===== src/rtl/sequence_generator.sv =====
// sequence_generator: writes len pseudo-random one-hot moves into sequence memory,
// one per address, under a selectable repetition rule, using a reseedable 16-bit LFSR.
module sequence_generator #(
  parameter int unsigned CELLS  = 16,
  parameter int unsigned ADDR_W = 5,
  parameter logic [15:0] SEED   = 16'hACE1
) (
  input  logic              clock,
  input  logic              reset,
  input  logic              start,
  input  logic [ADDR_W:0]   len,
  input  logic [1:0]        mode,
  input  logic              seed_load,
  input  logic [15:0]       seed_in,
  output logic              busy,
  output logic              done,
  output logic              err,
  output logic [ADDR_W-1:0] mem_addr,
  output logic [CELLS-1:0]  mem_data,
  output logic              mem_wren
);
  localparam int unsigned IDX_W     = (CELLS > 1) ? $clog2(CELLS) : 1;
  localparam int unsigned LEN_W     = ADDR_W + 1;
  localparam logic [15:0] SEED_INIT = (SEED == 16'h0000) ? 16'h0001 : SEED;

  localparam logic [1:0] MODE_NO_REPEAT = 2'd1;
  localparam logic [1:0] MODE_DISTINCT  = 2'd2;
  localparam logic [1:0] MODE_RESERVED  = 2'd3;

  typedef enum logic [1:0] {
    ST_IDLE   = 2'd0,
    ST_DRAW   = 2'd1,
    ST_WRITE  = 2'd2,
    ST_FINISH = 2'd3
  } state_t;

  state_t            state_q, state_d;
  logic [15:0]       lfsr_q, lfsr_d;
  logic [LEN_W-1:0]  len_q, len_d;
  logic [1:0]        mode_q, mode_d;
  logic [CELLS-1:0]  used_q, used_d;
  logic [IDX_W-1:0]  prev_q, prev_d;
  logic              prev_valid_q, prev_valid_d;
  logic [LEN_W-1:0]  idx_q, idx_d;
  logic              busy_q, busy_d;
  logic              done_q, done_d;
  logic              err_q, err_d;
  logic [ADDR_W-1:0] mem_addr_q, mem_addr_d;
  logic [CELLS-1:0]  mem_data_q, mem_data_d;
  logic              mem_wren_q, mem_wren_d;

  logic [15:0]       lfsr_next_c;
  logic [IDX_W-1:0]  cand_c;
  logic              cand_ok_c;
  logic              req_bad_c;
  logic [LEN_W-1:0]  idx_next_c;

  // x^16+x^14+x^13+x^11+1, shifting left with feedback into bit 0
  assign lfsr_next_c = {lfsr_q[14:0], lfsr_q[15] ^ lfsr_q[13] ^ lfsr_q[12] ^ lfsr_q[10]};
  assign cand_c      = lfsr_q[IDX_W-1:0];
  assign idx_next_c  = idx_q + LEN_W'(1);

  always_comb begin
    cand_ok_c = 1'b1;
    if (32'(cand_c) >= CELLS) cand_ok_c = 1'b0;
    if ((mode_q == MODE_NO_REPEAT) && prev_valid_q && (cand_c == prev_q)) cand_ok_c = 1'b0;
    if ((mode_q == MODE_DISTINCT) && used_q[cand_c]) cand_ok_c = 1'b0;
  end

  // Requests that can never complete are rejected straight to FINISH
  always_comb begin
    req_bad_c = 1'b0;
    if (mode == MODE_RESERVED) req_bad_c = 1'b1;
    if ((mode == MODE_DISTINCT) && (32'(len) > CELLS)) req_bad_c = 1'b1;
    if ((mode == MODE_NO_REPEAT) && (CELLS == 1) && (32'(len) > 1)) req_bad_c = 1'b1;
  end

  always_comb begin
    state_d      = state_q;
    lfsr_d       = lfsr_q;
    len_d        = len_q;
    mode_d       = mode_q;
    used_d       = used_q;
    prev_d       = prev_q;
    prev_valid_d = prev_valid_q;
    idx_d        = idx_q;
    err_d        = err_q;
    mem_addr_d   = mem_addr_q;
    mem_data_d   = mem_data_q;

    case (state_q)
      ST_IDLE: begin
        if (seed_load) lfsr_d = (seed_in == 16'h0000) ? 16'h0001 : seed_in;
        if (start) begin
          len_d        = len;
          mode_d       = mode;
          used_d       = '0;
          prev_valid_d = 1'b0;
          err_d        = 1'b0;
          idx_d        = '0;
          if (req_bad_c) begin
            err_d   = 1'b1;
            state_d = ST_FINISH;
          end else if (len == '0) begin
            state_d = ST_FINISH;
          end else begin
            state_d = ST_DRAW;
          end
        end
      end
      ST_DRAW: begin
        lfsr_d = lfsr_next_c;
        if (cand_ok_c) begin
          mem_addr_d     = idx_q[ADDR_W-1:0];
          mem_data_d     = CELLS'(1) << cand_c;
          prev_d         = cand_c;
          prev_valid_d   = 1'b1;
          used_d[cand_c] = 1'b1;
          state_d        = ST_WRITE;
        end
      end
      ST_WRITE: begin
        idx_d   = idx_next_c;
        state_d = (idx_next_c == len_q) ? ST_FINISH : ST_DRAW;
      end
      default: state_d = ST_IDLE;
    endcase

    // Status outputs are registered copies of the state being entered
    busy_d     = (state_d != ST_IDLE);
    done_d     = (state_d == ST_FINISH);
    mem_wren_d = (state_d == ST_WRITE);
  end

  always_ff @(posedge clock) begin
    if (reset) begin
      state_q      <= ST_IDLE;
      lfsr_q       <= SEED_INIT;
      len_q        <= '0;
      mode_q       <= '0;
      used_q       <= '0;
      prev_q       <= '0;
      prev_valid_q <= 1'b0;
      idx_q        <= '0;
      busy_q       <= 1'b0;
      done_q       <= 1'b0;
      err_q        <= 1'b0;
      mem_addr_q   <= '0;
      mem_data_q   <= '0;
      mem_wren_q   <= 1'b0;
    end else begin
      state_q      <= state_d;
      lfsr_q       <= lfsr_d;
      len_q        <= len_d;
      mode_q       <= mode_d;
      used_q       <= used_d;
      prev_q       <= prev_d;
      prev_valid_q <= prev_valid_d;
      idx_q        <= idx_d;
      busy_q       <= busy_d;
      done_q       <= done_d;
      err_q        <= err_d;
      mem_addr_q   <= mem_addr_d;
      mem_data_q   <= mem_data_d;
      mem_wren_q   <= mem_wren_d;
    end
  end

  assign busy     = busy_q;
  assign done     = done_q;
  assign err      = err_q;
  assign mem_addr = mem_addr_q;
  assign mem_data = mem_data_q;
  assign mem_wren = mem_wren_q;
endmodule

===== config.mk =====
export PLATFORM = sky130hd
export DESIGN_NAME = sequence_generator
export DESIGN_NICKNAME = d
export VERILOG_FILES = /design/src/rtl/sequence_generator.sv
export SDC_FILE = /design/constraint.sdc
export NUM_CORES = 1
export LEC_CHECK = 0
export CAP_MARGIN = 20
export CORE_MARGIN = 2
export CORE_UTILIZATION = 49
export CTS_CLUSTER_SIZE = 24
export DETAILED_ROUTE_END_ITERATION = 12
export PLACE_DENSITY = 0.76
export SYNTH_ARGS = -nofsm -noshare
export SYNTH_HDL_FRONTEND = slang
export SYNTH_SLANG_ARGS = --single-unit
export TNS_END_PERCENT = 1

===== constraint.sdc =====
create_clock -name clock -period 1.8 [get_ports clock]
set_input_delay 0.27 -clock clock [delete_from_list [all_inputs] [get_ports clock]]
set_output_delay 0.27 -clock clock [all_outputs]
set_load 0.03 [all_outputs]

==> results of run 1 <==
## critical path, cell delays in order (launching register included)
cell,delay (ns)
dfxtp_4,0.38
mux4_2,0.55
o2111a_2,0.31
buf_12,0.16
o31ai_2,0.25
a21oi_1,0.09
## per-stage QoR
step             util  power, mW  hold slack (ns)  area (sq um)
4_1_cts        0.6627      4.086           0.3919          4781
6_report       0.6764      4.099           0.4051          4880
3_3_place_gp   0.6283      2.670           0.4412          4533
3_5_place_dp   0.6283      2.686           0.4508          4533
2_1_floorplan       -      2.381           0.3765          3641
5_1_grt        0.6764      4.254           0.4465          4880
## placed cells by master, fill, tap and decap left out, drive strengths merged, types with 2 or more instances in the layout
cell	Yosys	final
dfxtp	78	78
clkdlybuf4s50	0	51
buf	11	48
nand2	43	43
nor2	33	33
a21oi	29	29
nor2b	19	19
nor3	19	19
a22o	13	13
nand4	13	13
mux2	13	13
o31ai	11	11
xnor2	10	10
nor4	10	10
clkbuf	22	9
mux2i	6	6
nand2b	6	6
a221oi	6	6
nand3	6	6
a222oi	5	5
a22oi	5	5
o21ai	5	5
inv	4	4
a21o	3	3
a211o	3	3
xor2	3	3
clkinvlp	0	3
and2	2	2
mux4	2	2
nor3b	2	2
o2111a	2	2
o2111ai	2	2
or2	2	2
bufinv	0	2
## state kept, by name (all words and copies together), names as in the netlist, 2 cells and up
signal,count
prev_q,4
mem_data,16
mem_addr,5
idx_q,6
lfsr_q,16
mode_q,2
state_q,2
used_q,16
len_q,6
## kinds of logic (layout without fill, tap and decap cells)
group / count (synthesis) / after routing
compound gates: 91 / 91
xor+xnor: 14 / 14
fa+ha+maj: 1 / 1
buf+inv: 37 / 118
flops: 78 / 78
mux: 21 / 21
simple gates: 159 / 159
## power groups by stage
stage / registers [mW] / logic, mW / clock network, mW
5_1_grt: 1.90 / 0.852 / 1.50
2_1_floorplan: 1.93 / 0.455 / 0
3_5_place_dp: 1.93 / 0.758 / 0
3_3_place_gp: 1.93 / 0.744 / 0
6_report: 1.89 / 0.782 / 1.43
4_1_cts: 1.89 / 0.766 / 1.43
## metal layers
metal | share of wire | vias to the layer above | GRT usage
met5 | 0 | - | 0
met4 | 0.015 | 0 | 0.08718
met3 | 0.047 | 13 | 0.03353
met2 | 0.46 | 101 | 0.3434
met1 | 0.47 | 1572 | 0.2893
li1 | - | 1613 | -
## area by class of cell
class                   count  area, sq um
fillers                   586         2335
multi-input cells         286         2026
flip-flops and latches     78         1567
repair buffers             99        937.1
clock buffers               9        123.9
well taps                  99        123.9
clock inverters             6        87.58
inverters                   4        15.01
## timing repair
action	4_1_cts	5_1_grt
pin swaps	2	12
resized for setup	11	19
endpoints found under the setup margin	42	41
## final timing paths
check	end	slack [ns]	cells after the start
hold / removal	mem_addr[2]	0.41	2
setup reg to reg	prev_q[2]	-0.08	5
hold reg to reg	used_q[0]	0.46	2
setup / recovery	prev_q[2]	-0.08	5
==> impl_metrics.csv, run 1 <==
group,metric,value,unit
critical_path,worstSetupPathType,"flip-flop to flip-flop",
routing,first_iter_violations,273,
sta,skew,0.007188,ns
critical_path,end_kind,"flip-flop",
yosys,synth_xor_area_frac,0.03780,
cells_and_area,nNetsFinal,507,
critical_path,crit_arrival,2.11,ns
yosys,synth-adder-area-share,0.003436,
yosys,syn-cell-area,3641,sq um
yosys,synth_top_family_by_area,"simple AND/OR/NAND/NOR gates",
grt,grt_max_degree,39,
power,swShare,0.2808,
floorplanning,core,7214,sq um
sta,worst_slew_pin_slew,0.5617,ns
routing,drt-wirelength-per-cell,14.91,microns
cts,cts_hold_buf,0,
sta,min_period,1.884,ns
cts,clock_sinks,78,
yosys,synth_cells,401,
sta,max_freq,530.7,MHz
cts,cts_made_buffers,9,
min_path,holdCritPathClass,"input pin to flip-flop",
yosys,syn_avg_cell_area,9.080,sq um
sta,period_share,1.047,
yosys,synth_cell_type_count,49,
critical_path,required,2.03,ns
outcome,violations,"negative setup slack",
sta,rsz0062_at_grt,"yes",
cts,cts.clk_slew.worst_paths,0.08,ns
cts,cts_tree,"yes",
min_path,min_from,"reset",
routing,routed_wl,8.663,mm
outcome,status,"complete, but fails checks",
floorplanning,start_util,0.5047,
power,clkPwrFrac,0.348,
grt,grt_pass1_wl,14.30,mm
placement,place_inst,566,
placement,hpwl,6.165,mm
routing,drt-vias-per-instance,5.678,
power,p_leak,1.825,nW
yosys,yosysWarnings,0,
critical_path,crit_path_max_fanout,11,
floorplanning,die_w,90.20,microns
yosys,synth_compound_area_frac,0.1887,
grt,grt_pass1_vias,3039,
placement,portBuffers,52,
power,p_comb_frac,0.191,
sta,setup_slack,-0.08426,ns
yosys,async_reset_ff_frac,0,
sta,hold_violations,0,
sta,report.final.slew_viol_count,0,
yosys,synthFlopType,"dfxtp_1",
critical_path,startpoint_type,"flip-flop",
yosys,muxShareOfSynthArea,0.07629,
floorplanning,num_rows,31,
floorplanning,io_pins,53,
sta,relSlewSlack,0.6255,
power,intPower,2.948,mW
grt,gr-total-overflow,0,
sta,fin_tns_setup,-1.663,ns
cells_and_area,antenna_cells,0,
cells_and_area,fin_cells,581,
power,vdd_ir_drop_max,426.1,uV
routing,drtPass1Iterations,4,
grt,antenna_found_initial,0,
power,p_seq_frac,0.461,
yosys,ys_seq_elements,78,
cts,postCtsSetupBuffers,0,
critical_path,crit_start,"lfsr_q[1]",
yosys,synth_nets,430,
yosys,synth.area.top_cells,"dfxtp_1 (43%), nand2_1 (4.4%), a21oi_1 (4.0%), nor2_1 (3.4%), nor2b_1 (3.3%)",
yosys,synth-simple-area-share,0.2196,
sta,setup_violations,37,
grt,grt_usage,0.2142,
yosys,synth_edf_count,0,
placement,routabilityCongestion,0.8455,
cells_and_area,layout-drive-gt1-share,0.2116,
routing,num_vias,3299,
yosys,yosysMostFrequentCell,"dfxtp_1",
job,max_cap_viol_count,0,
cts,cts-root-buf,"clkbuf_8",
critical_path,r2r-start,"lfsr_q[1]",
power,switchingPower,1.151,mW
cts,worstSkewPairLatency,0.36,ns
placement,place_ws,-0.3073,ns
yosys,synth_top_area_share,0.4289,
cells_and_area,synthToLayoutAreaGrowth,34.02,%
cts,cts.htree.levels,3,
routing,drc_errors,0,
cts,cts.path.max_buffers,2,
yosys,post-synth-top-area-cell,"dfxtp_1",
floorplanning,die_h,90.20,microns
routing,final_antenna_net_count,0,
floorplanning,dieArea,8136,sq um
power,p_per_area,840.0,nW/um^2
yosys,netlist_top_cells_count,"dfxtp_1 (78), nand2_1 (43), nor2_1 (33), a21oi_1 (29), clkbuf_1 (22)",
yosys,synth_seq_area_share,0.4289,
Note: power is estimated with default switching activity, not from simulation.
==> run 2: changes to the inputs <==
CELL_PAD_IN_SITES_DETAIL_PLACEMENT = 1   (was default)
CELL_PAD_IN_SITES_GLOBAL_PLACEMENT = 1   (was default)
CORE_UTILIZATION = 37   (was 49)
PLACE_DENSITY = default   (was 0.76)
PLACE_DENSITY_LB_ADDON = 0.1   (was default)
==> run 2 against run 1 <==
Against the previous run: the flow still finishes with violations (negative setup slack); worst setup slack got worse by 0.033 ns; core utilization shrank 16 points; via count up 0.55%; maximum frequency fell by 1.7%; final area grew 2.0%; total power is 3.8% higher; sequential share of layout area decreased by 0.63 points; cell count grew 7.7%; critical path depth unchanged; first-iteration DRC count down 66%; sequential power about the same; wire length increased by 16%.
==> impl_metrics.csv, run 2 (synthesized netlist as in run 1, its figures left out) <==
group,metric,value,unit
outcome,status,"complete, but fails checks",
outcome,violations,"negative setup slack",
sta,report.final.slew_viol_count,0,
power,p_comb_frac,0.196,
cts,cts.path.max_buffers,2,
floorplanning,num_rows,36,
routing,num_vias,3317,
floorplanning,dieArea,10650,sq um
cells_and_area,layout_commonest_cell,"dfxtp_1",
routing,first_iter_violations,94,
power,p_total,4.256,mW
critical_path,required,2.06,ns
sta,worst_slew_pin_slew,0.5632,ns
routing,final_antenna_net_count,0,
critical_path,reg2reg_slack,-0.12,ns
min_path,holdCritPathClass,"input pin to flip-flop",
critical_path,r2r-start,"lfsr_q[1]",
floorplanning,core,9684,sq um
grt,grt_max_degree,37,
cells_and_area,synthToLayoutAreaGrowth,36.70,%
grt,antenna_found_initial,0,
placement,portBuffers,52,
cts,postCtsSetupBuffers,0,
cts,cts.htree.levels,3,
grt,gr-total-overflow,0,
placement,hpwl,7.339,mm
critical_path,startpoint_type,"flip-flop",
cells_and_area,fin_area,4977,sq um
placement,place_ws,-0.3625,ns
power,intPower,3.036,mW
power,p_seq_frac,0.443,
cells_and_area,layout_common_cells,"dfxtp_1 (76), clkdlybuf4s50_1 (51), buf_4 (47)",
routing,drc_errors,0,
routing,wl_met1,4.852,mm
cells_and_area,regArea,1567,sq um
grt,grt_pass1_wl,16.34,mm
critical_path,crit_arrival,2.18,ns
floorplanning,start_util,0.3760,
cells_and_area,nNetsFinal,517,
routing,drt-vias-per-instance,5.299,
cells_and_area,n_fill_cell,1123,
floorplanning,io_pins,53,
power,p_leak,1.898,nW
critical_path,cp.buffers_inverters,1,
critical_path,crit_path_max_fanout,9,
sta,skew,0.009850,ns
placement,routabilityCongestion,0.8210,
critical_path,r2r-end,"mem_data[11]",
routing,met2WireLength,4.684,mm
critical_path,ff2ff_path_depth,5,
power,p_per_area,855.1,nW/um^2
floorplanning,die_h,103.2,microns
critical_path,end_kind,"flip-flop",
power,swShare,0.2867,
min_path,min_from,"reset",
sta,rsz0062_at_grt,"yes",
cts,cts_tree,"yes",
cts,cts.clk_slew.worst_paths,0.09,ns
power,vdd_ir_drop_max,426.1,uV
routing,routed_wl,10.07,mm
cells_and_area,layout-drive-gt1-share,0.2150,
sta,max_freq,521.5,MHz
job,max_cap_viol_count,0,
cts,clock_sinks,78,
cells_and_area,multiInputGateArea,1963,sq um
placement,placed_cell_area,4676,sq um
grt,grt_pass1_vias,3334,
placement,place_inst,610,
critical_path,slowest_stage,"mux4_2",
sta,setup_slack,-0.1177,ns
sta,period_share,1.065,
power,switchingPower,1.220,mW
routing,drt-wirelength-per-cell,16.09,microns
floorplanning,die_w,103.2,microns
routing,drtPass1Iterations,4,
critical_path,worstSetupPathType,"flip-flop to flip-flop",
cells_and_area,fin_cells,626,
min_path,hold_path_end,"lfsr_q[3]",
routing,topRoutingLayerUsed,"met4",
sta,relSlewSlack,0.6245,
cts,cts_made_buffers,9,
grt,grt_usage,0.1993,
critical_path,crit_chain,"mux4_2 -> o2111ai_4 -> nand3_4 -> buf_12 -> mux2_4",
cts,cts-root-buf,"clkbuf_8",
min_path,whs_path_depth,2,
sta,hold_violations,0,
cells_and_area,antenna_cells,0,
critical_path,critical-path-top-delay-family,"multiplexers",
sta,setup_violations,35,
critical_path,cpPeakStageDelay,0.55,ns
power,clkPwrFrac,0.361,
sta,min_period,1.918,ns
routing,met3_length,361,microns
cts,worstSkewPairLatency,0.37,ns
## run 2: cell count changes in the layout (fill, tap and decap cells not counted), moves of 2 or more
cell	change
nor3_2	-2
o31ai_4	-4
clkinv_4	+4
a21oi_1	+3
o31ai_1	+5
buf_4	+9
a21oi_2	-3
buf_12	+2
clkinvlp_4	-3
## run 2: power groups by stage
stage	clock network [mW]	logic [mW]	registers, mW
after CTS	1.58	0.828	1.88
after global routing	1.66	0.912	1.90
after floorplan	0	0.455	1.93
after detailed placement	0	0.821	1.92
after global placement	0	0.808	1.92
final	1.53	0.836	1.89
## run 2: layout make-up
| class | count | share of cell area |
|---|---|---|
| Clock buffer | 10 | 0.02765 |
| Multi-Input combinational cell | 286 | 0.3944 |
| Tap cell | 133 | 0.03343 |
| Sequential cell | 78 | 0.3147 |
| Timing Repair Buffer | 109 | 0.2076 |
| Clock inverter | 6 | 0.01911 |
| Inverter | 4 | 0.003017 |
## run 2: metrics by stage
stage | hold slack (ns) | setup TNS [ns] | util
2_1_floorplan | 0.3765 | -2.561 | -
3_3_place_gp | 0.4423 | -7.663 | 0.4828
3_5_place_dp | 0.4424 | -8.168 | 0.4828
4_1_cts | 0.3733 | -3.267 | 0.5085
5_1_grt | 0.4100 | -4.401 | 0.5140
6_report | 0.3834 | -1.962 | 0.5140
## run 2: how the worst max path moves through the flow
| stage | from | endpoint | cells past startpoint |
|---|---|---|---|
| finish | lfsr_q[1] | mem_data[11] | 5 |
| global route | lfsr_q[1] | mem_data[9] | 5 |
| CTS | lfsr_q[1] | mem_data[11] | 5 |
| detailed placement | len[0] | state_q[1] | 6 |
| global placement | len[0] | state_q[1] | 6 |
| floorplan | lfsr_q[1] | mem_data[10] | 6 |
## run 2: timing repair
action / CTS / global route
pin swaps: 0 / 1
gates resized for setup: 6 / 11
hold buffers: 0 / 0
cloned: 0 / 0
endpoints found under the setup margin: 42 / 42
## run 2: routing by layer
metal | vias to the layer above | track usage
met3 | 18 | 0.04032
met2 | 61 | 0.3127
li1 | 1636 | -
met5 | - | 0
met1 | 1602 | 0.2698
met4 | 0 | 0.07895
==> run 3: changes to the inputs <==
--- a/config.mk
+++ b/config.mk
@@ -10,2 +10,3 @@
 export CELL_PAD_IN_SITES_GLOBAL_PLACEMENT = 1
+export CORE_ASPECT_RATIO = 1.1
 export CORE_MARGIN = 2
==> constraint.sdc (replaced) <==
create_clock -name clock -period 1.8 [get_ports clock]
set_input_delay 0.54 -clock clock [delete_from_list [all_inputs] [get_ports clock]]
set_output_delay 0.54 -clock clock [all_outputs]
set_load 0.03 [all_outputs]
==> run 3 against run 2 <==
Against the previous run: the run still ends with negative setup slack left; critical endpoint is now mem_data[6]; maximum frequency is 1.2% higher; via count is 0.69% higher; sequential share of layout area is 0.34 points lower; first-iteration DRC count is 44% higher; core utilization is 1.9 points higher; wire length is 3.3% higher.
==> impl_metrics.csv, run 3 (synthesized netlist as in run 1, its figures left out) <==
group,metric,value,unit
critical_path,required,2.04,ns
sta,relSlewSlack,0.6808,
cells_and_area,finish.utilization,0.5327,
cells_and_area,nNetsFinal,525,
cells_and_area,n_fill_cell,1123,
floorplanning,dieArea,10650,sq um
critical_path,end_kind,"flip-flop",
cts,worstSkewPairLatency,0.36,ns
placement,place_inst,601,
grt,grt_max_degree,27,
power,vdd_ir_drop_max,384.6,uV
sta,skew,0.008091,ns
routing,final_antenna_net_count,0,
routing,first_iter_violations,135,
critical_path,crit_arrival,2.14,ns
cells_and_area,layout_common_cells,"dfxtp_1 (76), buf_4 (58), nand2_1 (43)",
cts,cts.htree.levels,3,
outcome,violations,"negative setup slack",
floorplanning,die_w,98.58,microns
power,p_per_area,816.0,nW/um^2
outcome,status,"complete, but fails checks",
floorplanning,core,9444,sq um
cts,cts_hold_buf,0,
routing,num_vias,3340,
cells_and_area,antenna_cells,0,
sta,hold_violations,0,
grt,grt_pass1_vias,3436,
placement,routabilityCongestion,0.7692,
cells_and_area,layout_commonest_cell,"dfxtp_1",
critical_path,startpoint_type,"flip-flop",
routing,routed_wl,10.40,mm
grt,grt_pass1_wl,17.05,mm
routing,drt-wirelength-per-cell,16.83,microns
placement,portBuffers,52,
cells_and_area,layout-drive-gt1-share,0.2575,
sta,worst_slew_pin_slew,0.4744,ns
grt,antenna_found_initial,0,
placement,hpwl,7.561,mm
sta,min_period,1.894,ns
floorplanning,io_pins,53,
grt,grt_usage,0.1995,
cells_and_area,synthToLayoutAreaGrowth,38.18,%
sta,max_freq,528.0,MHz
routing,drc_errors,0,
floorplanning,start_util,0.3855,
critical_path,critical-path-top-delay-family,"compound AO/OA/AOI/OAI gates",
cells_and_area,fin_cells,618,
sta,setup_violations,35,
floorplanning,die_h,108.0,microns
critical_path,slowest_stage,"mux4_2",
routing,drtPass1Iterations,4,
sta,period_share,1.052,
min_path,holdCritPathClass,"flip-flop to flip-flop",
critical_path,crit_path_max_fanout,10,
grt,gr-total-overflow,0,
critical_path,worstSetupPathType,"flip-flop to flip-flop",
cts,cts.path.max_buffers,2,
sta,report.final.slew_viol_count,0,
cells_and_area,multiInputGateArea,2069,sq um
power,p_leak,2.048,nW
critical_path,cp.buffers_inverters,1,
min_path,min_from,"used_q[2]",
sta,rsz0062_at_grt,"yes",
cts,cts-root-buf,"clkbuf_8",
job,max_cap_viol_count,0,
routing,drt-vias-per-instance,5.405,
critical_path,cpPeakStageDelay,0.56,ns
critical_path,crit_start,"lfsr_q[1]",
cts,cts_made_buffers,9,
critical_path,crit_chain,"mux4_2 -> o2111a_2 -> buf_12 -> o31ai_4 -> a21oi_1",
critical_path,r2r-start,"lfsr_q[1]",
cts,clock_sinks,78,
cells_and_area,regArea,1567,sq um
floorplanning,num_rows,37,
sta,setup_slack,-0.09401,ns
cts,cts.clk_slew.worst_paths,0.08,ns
cts,cts_tree,"yes",
==> run 3: cell count changes in the layout (fill, tap and decap cells not counted), moves of 4 or more <==
| cell | before | now |
|---|---|---|
| clkdlybuf4s50_1 | 51 | 20 |
| dlygate4sd2_1 | 0 | 30 |
| buf_4 | 47 | 58 |
| o31ai_2 | 4 | 8 |
| o31ai_1 | 7 | 0 |
| clkinv_4 | 4 | 0 |
==> run 3: final cells by class <==
class,instances,area share
inverters,4,0.002984
clock inverters,4,0.008953
flip-flops and latches,78,0.3114
multi-input cells,286,0.4113
clock buffers,12,0.03084
repair buffers,117,0.2054
well taps,117,0.02910
==> run 3: worst register-to-register path, delay by kind of cell (launching register included) <==
family / cells / cell delay (ns)
buffers and inverters: 1 / 0.17
multiplexers: 1 / 0.56
flip-flops: 1 / 0.39
AO/OA/AOI/OAI: 3 / 0.66
==> run 3: timing repair <==
action / CTS / global route
endpoints found under the setup margin: 83 / 56
pin swaps: 11 / 11
resized for setup: 50 / 19
setup buffers: 1 / 0
cloned: 0 / 0
==> run 3: per-layer routing <==
metal | global-route usage | wire length, microns
met5 | 0 | 0
met4 | 0.06164 | 128
met3 | 0.03878 | 270
met2 | 0.3348 | 5133
met1 | 0.2606 | 4870
==> run 3: report_power, final <==
group | switching [mW] | internal, mW | total (mW)
Combinational | 0.455 | 0.387 | 0.842
Clock | 0.660 | 0.711 | 1.37
Sequential | 0.0778 | 1.82 | 1.89
==> run 3: per-stage QoR <==
step	power, mW	setup TNS [ns]	cell area (sq um)	hold slack (ns)	setup WS (ns)
floorplan	2.381	-2.661	3641	0.4234	-0.1409
global placement	2.716	-13.51	4683	0.4481	-0.5874
detailed placement	2.743	-15.21	4683	0.4505	-0.6527
CTS	4.114	-2.450	4926	0.4624	-0.1442
global route	4.291	-4.756	5031	0.4868	-0.1586
finish	4.105	-1.521	5031	0.4631	-0.09401
==> run 3: path summary, 6_finish.rpt <==
check | slack (ns) | depth (start not counted) | to
worst min-delay path | 0.46 | 2 | used_q[2]
worst max register to register | -0.09 | 5 | mem_data[6]
worst max-delay path | -0.09 | 5 | mem_data[6]
worst min register to register | 0.46 | 2 | used_q[2]
